**src/rtl/picorv32_bus_fabric.sv**
```systemverilog
`default_nettype none
// ============================================================================
// Module   : picorv32_bus_fabric
// Brief    : Bus fabric from the picorv32 native memory port to NSLAVES
//            address-decoded slaves. It provides a CPU reset sequencer, a
//            per-access timeout and sticky capture of error responses.
// Revision : 1.0 - initial release
// ============================================================================
module picorv32_bus_fabric #(
    parameter int          NSLAVES        = 4,
    parameter int          REGION_BITS    = 16,
    parameter int          TIMEOUT_CYCLES = 255,
    parameter int          RESET_CYCLES   = 4,
    parameter logic [31:0] ERR_RDATA      = 32'hDEADBEEF
) (
    input  logic                  clk,
    input  logic                  rst,
    output logic                  cpu_resetn,
    input  logic                  mem_valid,
    output logic                  mem_ready,
    input  logic [31:0]           mem_addr,
    input  logic [31:0]           mem_wdata,
    input  logic [3:0]            mem_wstrb,
    output logic [31:0]           mem_rdata,
    output logic [NSLAVES-1:0]    s_valid,
    input  logic [NSLAVES-1:0]    s_ready,
    output logic [31:0]           s_addr,
    output logic [31:0]           s_wdata,
    output logic [3:0]            s_wstrb,
    input  logic [32*NSLAVES-1:0] s_rdata,
    input  logic                  err_clear,
    output logic                  bus_err,
    output logic [31:0]           err_addr,
    output logic [7:0]            err_count
);

    localparam int          c_IDX_W    = $clog2(NSLAVES);
    localparam int          c_DEC_BITS = REGION_BITS + c_IDX_W;
    localparam logic [15:0] c_TMO_LAST = 16'(TIMEOUT_CYCLES - 1);
    localparam logic [7:0]  c_RST_LAST = 8'(RESET_CYCLES - 1);

    localparam logic [1:0] c_S_IDLE   = 2'd0;
    localparam logic [1:0] c_S_ACTIVE = 2'd1;
    localparam logic [1:0] c_S_RESP   = 2'd2;

    logic [1:0]         r_state;
    logic [c_IDX_W-1:0] r_idx;
    logic [15:0]        r_tmo;
    logic [7:0]         r_rst_cnt;
    logic               r_cpu_resetn;
    logic [31:0]        r_rdata;
    logic [31:0]        r_s_addr;
    logic [31:0]        r_s_wdata;
    logic [3:0]         r_s_wstrb;
    logic               r_bus_err;
    logic [31:0]        r_err_addr;
    logic [7:0]         r_err_count;

    logic [c_IDX_W-1:0] w_req_idx;
    logic               w_mapped;
    logic               w_accept;
    logic               w_sel_ready;
    logic [31:0]        w_sel_rdata;
    logic               w_unmapped_err;
    logic               w_timeout_err;
    logic               w_err;
    logic [31:0]        w_err_addr;
    logic [NSLAVES-1:0] w_onehot;

    // Decode the incoming request and select the active slave's response.
    always_comb begin
        w_req_idx      = mem_addr[REGION_BITS +: c_IDX_W];
        w_mapped       = ((mem_addr >> c_DEC_BITS) == 32'd0);
        w_accept       = (r_state == c_S_IDLE) && mem_valid && r_cpu_resetn;
        w_sel_ready    = s_ready[r_idx];
        w_sel_rdata    = s_rdata[32*r_idx +: 32];
        w_unmapped_err = w_accept && !w_mapped;
        // Ready in the final timeout cycle still completes normally.
        w_timeout_err  = (r_state == c_S_ACTIVE) && !w_sel_ready && (r_tmo == c_TMO_LAST);
        w_err          = w_unmapped_err || w_timeout_err;
        w_err_addr     = w_unmapped_err ? mem_addr : r_s_addr;
        w_onehot       = '0;
        if (r_state == c_S_ACTIVE) begin
            w_onehot[r_idx] = 1'b1;
        end
    end

    // Hold the CPU in reset for RESET_CYCLES edges after the fabric leaves reset.
    always_ff @(posedge clk or posedge rst) begin
        if (rst) begin
            r_rst_cnt    <= 8'd0;
            r_cpu_resetn <= 1'b0;
        end else if (!r_cpu_resetn) begin
            if (r_rst_cnt == c_RST_LAST) begin
                r_cpu_resetn <= 1'b1;
            end else begin
                r_rst_cnt <= r_rst_cnt + 8'd1;
            end
        end
    end

    // Access state machine: latch request, wait for slave or timeout, respond.
    always_ff @(posedge clk or posedge rst) begin
        if (rst) begin
            r_state   <= c_S_IDLE;
            r_idx     <= '0;
            r_tmo     <= 16'd0;
            r_rdata   <= 32'd0;
            r_s_addr  <= 32'd0;
            r_s_wdata <= 32'd0;
            r_s_wstrb <= 4'd0;
        end else begin
            case (r_state)
                c_S_IDLE: begin
                    if (w_accept) begin
                        r_s_addr  <= mem_addr;
                        r_s_wdata <= mem_wdata;
                        r_s_wstrb <= mem_wstrb;
                        r_idx     <= w_req_idx;
                        r_tmo     <= 16'd0;
                        if (w_mapped) begin
                            r_state <= c_S_ACTIVE;
                        end else begin
                            r_rdata <= ERR_RDATA;
                            r_state <= c_S_RESP;
                        end
                    end
                end
                c_S_ACTIVE: begin
                    if (w_sel_ready) begin
                        r_rdata <= w_sel_rdata;
                        r_state <= c_S_RESP;
                    end else if (w_timeout_err) begin
                        r_rdata <= ERR_RDATA;
                        r_state <= c_S_RESP;
                    end else begin
                        r_tmo <= r_tmo + 16'd1;
                    end
                end
                c_S_RESP: begin
                    r_state <= c_S_IDLE;
                end
                default: begin
                    r_state <= c_S_IDLE;
                end
            endcase
        end
    end

    // Sticky error capture; a new error wins over a simultaneous clear.
    always_ff @(posedge clk or posedge rst) begin
        if (rst) begin
            r_bus_err   <= 1'b0;
            r_err_addr  <= 32'd0;
            r_err_count <= 8'd0;
        end else if (w_err) begin
            r_bus_err  <= 1'b1;
            r_err_addr <= w_err_addr;
            if (err_clear) begin
                r_err_count <= 8'd1;
            end else if (r_err_count != 8'hFF) begin
                r_err_count <= r_err_count + 8'd1;
            end
        end else if (err_clear) begin
            r_bus_err   <= 1'b0;
            r_err_count <= 8'd0;
        end
    end

    assign cpu_resetn = r_cpu_resetn;
    assign mem_ready  = (r_state == c_S_RESP);
    assign mem_rdata  = r_rdata;
    assign s_valid    = w_onehot;
    assign s_addr     = r_s_addr;
    assign s_wdata    = r_s_wdata;
    assign s_wstrb    = r_s_wstrb;
    assign bus_err    = r_bus_err;
    assign err_addr   = r_err_addr;
    assign err_count  = r_err_count;

endmodule
`default_nettype wire

```
**config.mk**
```make
export PLATFORM = sky130hd
export DESIGN_NAME = picorv32_bus_fabric
export DESIGN_NICKNAME = d
export VERILOG_FILES = /design/src/rtl/picorv32_bus_fabric.sv
export SDC_FILE = /design/constraint.sdc
export NUM_CORES = 1
export LEC_CHECK = 0
export BUFFER_PORTS_ARGS = -buffer_cell sky130_fd_sc_hd__buf_2
export CAP_MARGIN = 20
export CORE_MARGIN = 2
export CORE_UTILIZATION = 35
export DETAILED_ROUTE_END_ITERATION = 8
export GPL_TIMING_DRIVEN = 1
export SETUP_SLACK_MARGIN = 0.2
export SLEW_MARGIN = 20
export SYNTH_ARGS = -nofsm -noshare
export SYNTH_HDL_FRONTEND = slang
export SYNTH_SLANG_ARGS = --single-unit
```
**constraint.sdc**
```tcl
create_clock -name clk -period 5.2 [get_ports clk]
set_clock_uncertainty 0.05 [all_clocks]
set_input_delay 0.26 -clock clk [delete_from_list [all_inputs] [get_ports clk]]
set_output_delay 0.26 -clock clk [all_outputs]
set_load 0.005 [all_outputs]
```
# --- Word level (Yosys, flattened, before mapping) ---
# Cells that the tools add are included.
totals:
  output_inout_bits: 147
  elab_cells: 78
  regBits: 170
classes:
  mux: 28
  n_eq_ne: 10
  shifts: 1
  n_reduce_logical: 20
  bitwise_logic: 2
  addsub: 3
  magnitude_cmp: 2
ops:
  columns: ["cell", "n"]
  rows:
  - ["two-way mux 32 bit", 5]
  - ["indexed part select 128 x 8 -> 32 bit", 1]
  - ["one-hot mux 32 bit (2 select lines)", 1]
  - ["two-way mux 16 bit", 3]
  - ["zero test 32 bit", 1]
  - ["two-way mux 8 bit", 4]
  - ["one-hot mux 16 bit (2 select lines)", 1]
  - ["adder 16 x 1 -> 16 bit, second input constant", 1]
  - ["adder 8 x 1 -> 8 bit, second input constant", 2]
  - ["== test 16 x 8 -> 1 bit, second input constant", 1]
  - ["== test 8 x 2 -> 1 bit, second input constant", 1]
  - ["two-way mux 2 bit", 4]
  - ["inequality test 2 bit, second input constant", 4]
  - ["inequality test 8 bit, second input constant", 1]
  - ["AND reduction 2 bit", 4]
  - ["AND reduction 4 bit", 2]
  - ["logical AND 1 bit", 6]
  - ["two-way mux 1 bit", 6]
  - ["nonzero test 2 bit", 3]
  - ["two-way mux 4 bit", 1]
  - ["one-hot mux 2 bit (2 select lines)", 1]
  - ["less-than comparator 2 x 3 -> 1 bit, second input constant", 1]
  - ["inequality test 3 bit, second input constant", 1]
  - ["binary-select mux 1 bit (select 2 bit)", 1]
  - ["8 further kinds", 10]

# --- Logic depth before layout (Yosys ltp) ---
logic_depth:
  ltp_word: 8
  ltp_mapped: 10
  ltp_nobuf: 8

# --- Least setup slack after synthesis ---
# No wires, ideal clock.
synth_path:
  path_kind: "register -> register"
  start: "register r_idx[0]"
  end: "register r_err_count[4], in the netlist err_count[4]"
  period_less_slack_ns: 2.191
  path_stages_with_launch: 8
  path_buffers: 2
  slack_ns: 3.009
  arrival_ns: 2.014
  path_cell_list: "dfrtp_1 -> buf_6 -> or3b_4 -> o22ai_4 -> or3b_1 -> buf_6 -> a21oi_1 -> mux2_1"
synth_between:
  elab_chain_len: 8
  word_cells_on_any_way: 9
synth_rtl:
  columns: ["item", "line_no", "rtl"]
  rows:
  - ["start: declaration", "47", "logic [c_IDX_W-1:0] r_idx;"]
  - ["start signal: assignment", "119", "r_idx <= w_req_idx;"]
  - ["binary-select mux 1 bit (select 2 bit) (*)", "75", "w_sel_ready = s_ready[r_idx];"]
  - ["two-way mux 1 bit (implied by the code) (*)", "75", null]
  - ["zero test 1 bit (*)", "79", "w_timeout_err = (r_state == c_S_ACTIVE) && !w_sel_ready && (r_tmo == c_TMO_LAST);"]
  - ["logical AND 1 bit (*) (2 in a row)", "79", null]
  - ["logical OR 1 bit (*)", "80", "w_err = w_unmapped_err || w_timeout_err;"]
  - ["nonzero test 2 bit (no source line)", null, null]
  - ["AND reduction 2 bit (no source line)", null, null]
  - ["end signal: assignment", "162", "r_err_count <= r_err_count + 8'd1;"]
  - ["end: declaration", "57", "logic [7:0] r_err_count;"]
# Every way passes the cells marked *; elsewhere a longest branch is shown, timed or not. The select of a mux whose other input is x is not followed.
# A chain may end at the register's enable or synchronous reset.

==> flow_summary_export.csv <==
group,metric,value,unit
run_status,outcome,"finished, violations left",
run_status,violations,"hold timing",
timing,fin_tns_setup,0,ns
synth,synthArstFlopShare,1.00,
global_route,gr-usage-all-layers,0.209,
power,ir_drop,201,uV
worst_setup_path,cp-start-kind,"flip-flop",
timing,relSlewSlack,0.264,
routing,drt_wl_total,24.8,mm
placement,dp_hpwl,17.3,mm
global_route,grt_max_degree,103,
power,internal_power,0.00356,W
routing,wire_per_inst,17.2,um
synth,netlist_area,0.00790,mm2
synth,ys.warnings.count,0,
timing,maxSlewViolCount,0,
routing,wl_met2,12.3,mm
final_layout,fin_nets,1359,
synth,synthTopCellsByArea,"dfrtp_1 53%, nand2_1 12%, mux4_2 9.1%",
power,power_density,504,mW/mm2
synth,yosysSeqAreaShare,0.532,
synth,synth-main-ff-cell,"dfrtp_1",
timing,worst_pin_slew,1.10,ns
synth,postSynthAreaPerCell,10.4,um2
power,swShare,0.364,
synth,synth_cell_types,55,
routing,drc,0,
final_layout,drive_gt1_frac,0.377,
global_route,antenna_found_initial,2,
synth,synth_top_area_frac,0.532,
routing,viasPerCell,5.05,
placement,io_buffers,350,
synth,ys_ff_latch,168,
placement,place_congestion,0.818,
synth,syn_nets,970,
global_route,grt_overflow,0,
final_layout,layout_common_cells,"350 x buf_2, 253 x nand2_1, 167 x dfrtp_1, 61 x dlygate4sd3_1, 37 x nor2_1",
timing,hold_viol,7,
global_route,grt_pass1_vias,7484,
power,power.clock.fraction,0.235,
cts,cts_setup_buffers,0,
cts,clk_path_buf_depth,2,
power,p_sw,0.00203,W
routing,wl_met1,10.1,mm
die,coreArea,0.0220,mm2
worst_setup_path,required,5.47,ns
worst_setup_path,slowest_delay,0.82,ns
synth,synth_cells,762,
routing,vias,7297,
cts,cts_root_buf,"clkbuf_16",
routing,ant_nets,0,
die,num_rows,54,
job,maxCapViolations,0,
timing,fmax,0.321,GHz
worst_setup_path,crit_chain,"buf_4, mux2_2, o22ai_4, or3b_1, a21oi_1, mux2_1",
worst_setup_path,worstPathArrival,3.38,ns
die,die_x,154,um
routing,wl_met3,1.54,mm
cts,path_clk_slew,0.07,ns
worst_setup_path,critPathKind,"flip-flop to flip-flop",
routing,firstDrtPassIters,5,
die,ios,351,
synth,synth_edf_count,0,
timing,post-route-period-util,0.599,
timing,layout_min_cycle_time,3.12,ns
power,power_frac_seq,0.379,
final_layout,syn_to_final_growth,40.6,%
hold_path,hold_path.class,"input pin to asynchronous set/reset pin",
worst_setup_path,cp_max_fo,41,
cts,clock_latency,0.43,ns
cts,h-tree-depth,4,
cts,cts_buffers,17,
power,p_leak,5.50,nW
power,p_comb_frac,0.385,
timing,setup_viol,0,
routing,drtIter0Drc,353,
final_layout,final_common_cell,"buf_2",
routing,routed.top_layer,"met4",
cts,tritoncts,"yes",
synth,synth_top_cell_by_area,"dfrtp_1",
worst_setup_path,endpoint_kind,"flip-flop",
die,floorplan.die.height,154,um
timing,rsz0062_at_grt,"no",
die,die-area,0.0238,mm2
global_route,grt_pass1_wl,39.3,mm
timing,hold_ws,-0.0228,ns
final_layout,fillers,2032,
cts,cts.sinks,168,
die,initial_core_util,0.360,
worst_setup_path,critical_path.slowest_cell,"or3b_1",
==> sequential cells by signal (all words and copies together), names as in the netlist <==
signal and cells:
s_wdata 32, r_rst_cnt 8, cpu_resetn 1, bus_err 1
s_wstrb 4, s_addr 31, r_idx 1, r_tmo 16
r_state 2, mem_rdata 32, err_addr 32, err_count 8
==> power groups by stage <==
stage / Clock, W / Combinational (W) / Sequential, W
floorplan: 0 / 0.00119 / 0.00216
global placement: 0 / 0.00210 / 0.00214
detailed placement: 0 / 0.00214 / 0.00213
CTS: 0.00135 / 0.00218 / 0.00212
global route: 0.00141 / 0.00239 / 0.00219
finish: 0.00132 / 0.00215 / 0.00212
==> critical path: cells and delay by family, from the launching register on <==
kind                   cells  cell delay (ns)
DFF                        1             0.32
AOI/OAI and AO/OA          2             0.58
buffers and inverters      1             0.43
and+or+nand+nor            1             0.82
muxes                      2             0.78
==> cells in the mapped netlist, types with 4 or more instances <==
cell	count
nand2b_1	4
ha_1	4
clkbuf_1	36
o22a_1	24
a31oi_1	20
buf_2	7
nand3_1	12
and3_1	10
nand2_1	253
mux4_2	32
inv_1	11
mux2_2	5
nor2b_1	6
a21oi_1	10
mux2i_1	16
a211oi_1	5
nor4_1	4
nand4_1	9
a22o_1	10
nand4b_1	4
o21ai_0	18
buf_6	5
xnor2_1	5
nor2_1	37
dfrtp_1	168
==> repair_timing <==
action / in CTS / in global routing
resized for setup: 0 / 0
hold buffers: 61 / 0
endpoints found under the hold margin: 62 / 0
==> per-layer routing <==
layer | up-vias | global-route usage
met1 | 3515 | 0.249
li1 | 3444 | -
met4 | 0 | 0.0952
met2 | 286 | 0.361
met5 | - | 0
met3 | 52 | 0.0462
==> worst paths after layout <==
check | start | end | slack, ns | cells past startpoint
max in group asynchronous | rst | err_addr[1] | 4.06 | 3
worst min-delay path | rst | r_rst_cnt[4] | -0.02 | 2
worst max-delay path | s_addr[17] | err_count[4] | 2.08 | 6
min in group clk | mem_addr[23] | s_addr[23] | 0.04 | 3
worst min register to register | s_wdata[25] | s_wdata[25] | 0.42 | 2
worst max register to register | s_addr[17] | err_count[4] | 2.08 | 6
==> final cells by class <==
cell class,instances,area (um2),share of cell area
Multi-Input combinational cell,532,3430,0.309
Timing Repair Buffer,420,2450,0.221
Clock buffer,18,429,0.0386
Sequential cell,168,4210,0.379
Clock inverter,14,179,0.0161
Antenna cell,2,5.00,0.000451
Tap cell,280,350,0.0315
Inverter,12,52.6,0.00473
==> stage by stage <==
stage / setup slack, ns / utilization / std cells / instance area, um2 / total power (W)
after floorplan: 0.343 / - / 762 / 7900 / 0.00335
after global placement: 2.09 / 0.449 / 1350 / 9850 / 0.00423
after detailed placement: 2.02 / 0.449 / 1350 / 9850 / 0.00427
after CTS: 2.04 / 0.504 / 1443 / 11100 / 0.00565
after global routing: 1.92 / 0.506 / 1446 / 11100 / 0.00600
final: 2.08 / 0.506 / 1446 / 11100 / 0.00559
==> cells by family (layout without fill, tap and decap cells) <==
logic type,after synthesis,count (layout),synth area share
AO/OA/AOI/OAI,108,108,0.102
XOR/XNOR,8,8,0.00887
adder cells (fa/ha/maj),4,4,0.00634
buffers and inverters,62,464,0.0356
flip-flops,168,168,0.532
multiplexers,55,55,0.121
other,0,2,0
AND/OR/NAND/NOR,357,357,0.193
No activity file was read; power rests on OpenSTA's default activity.
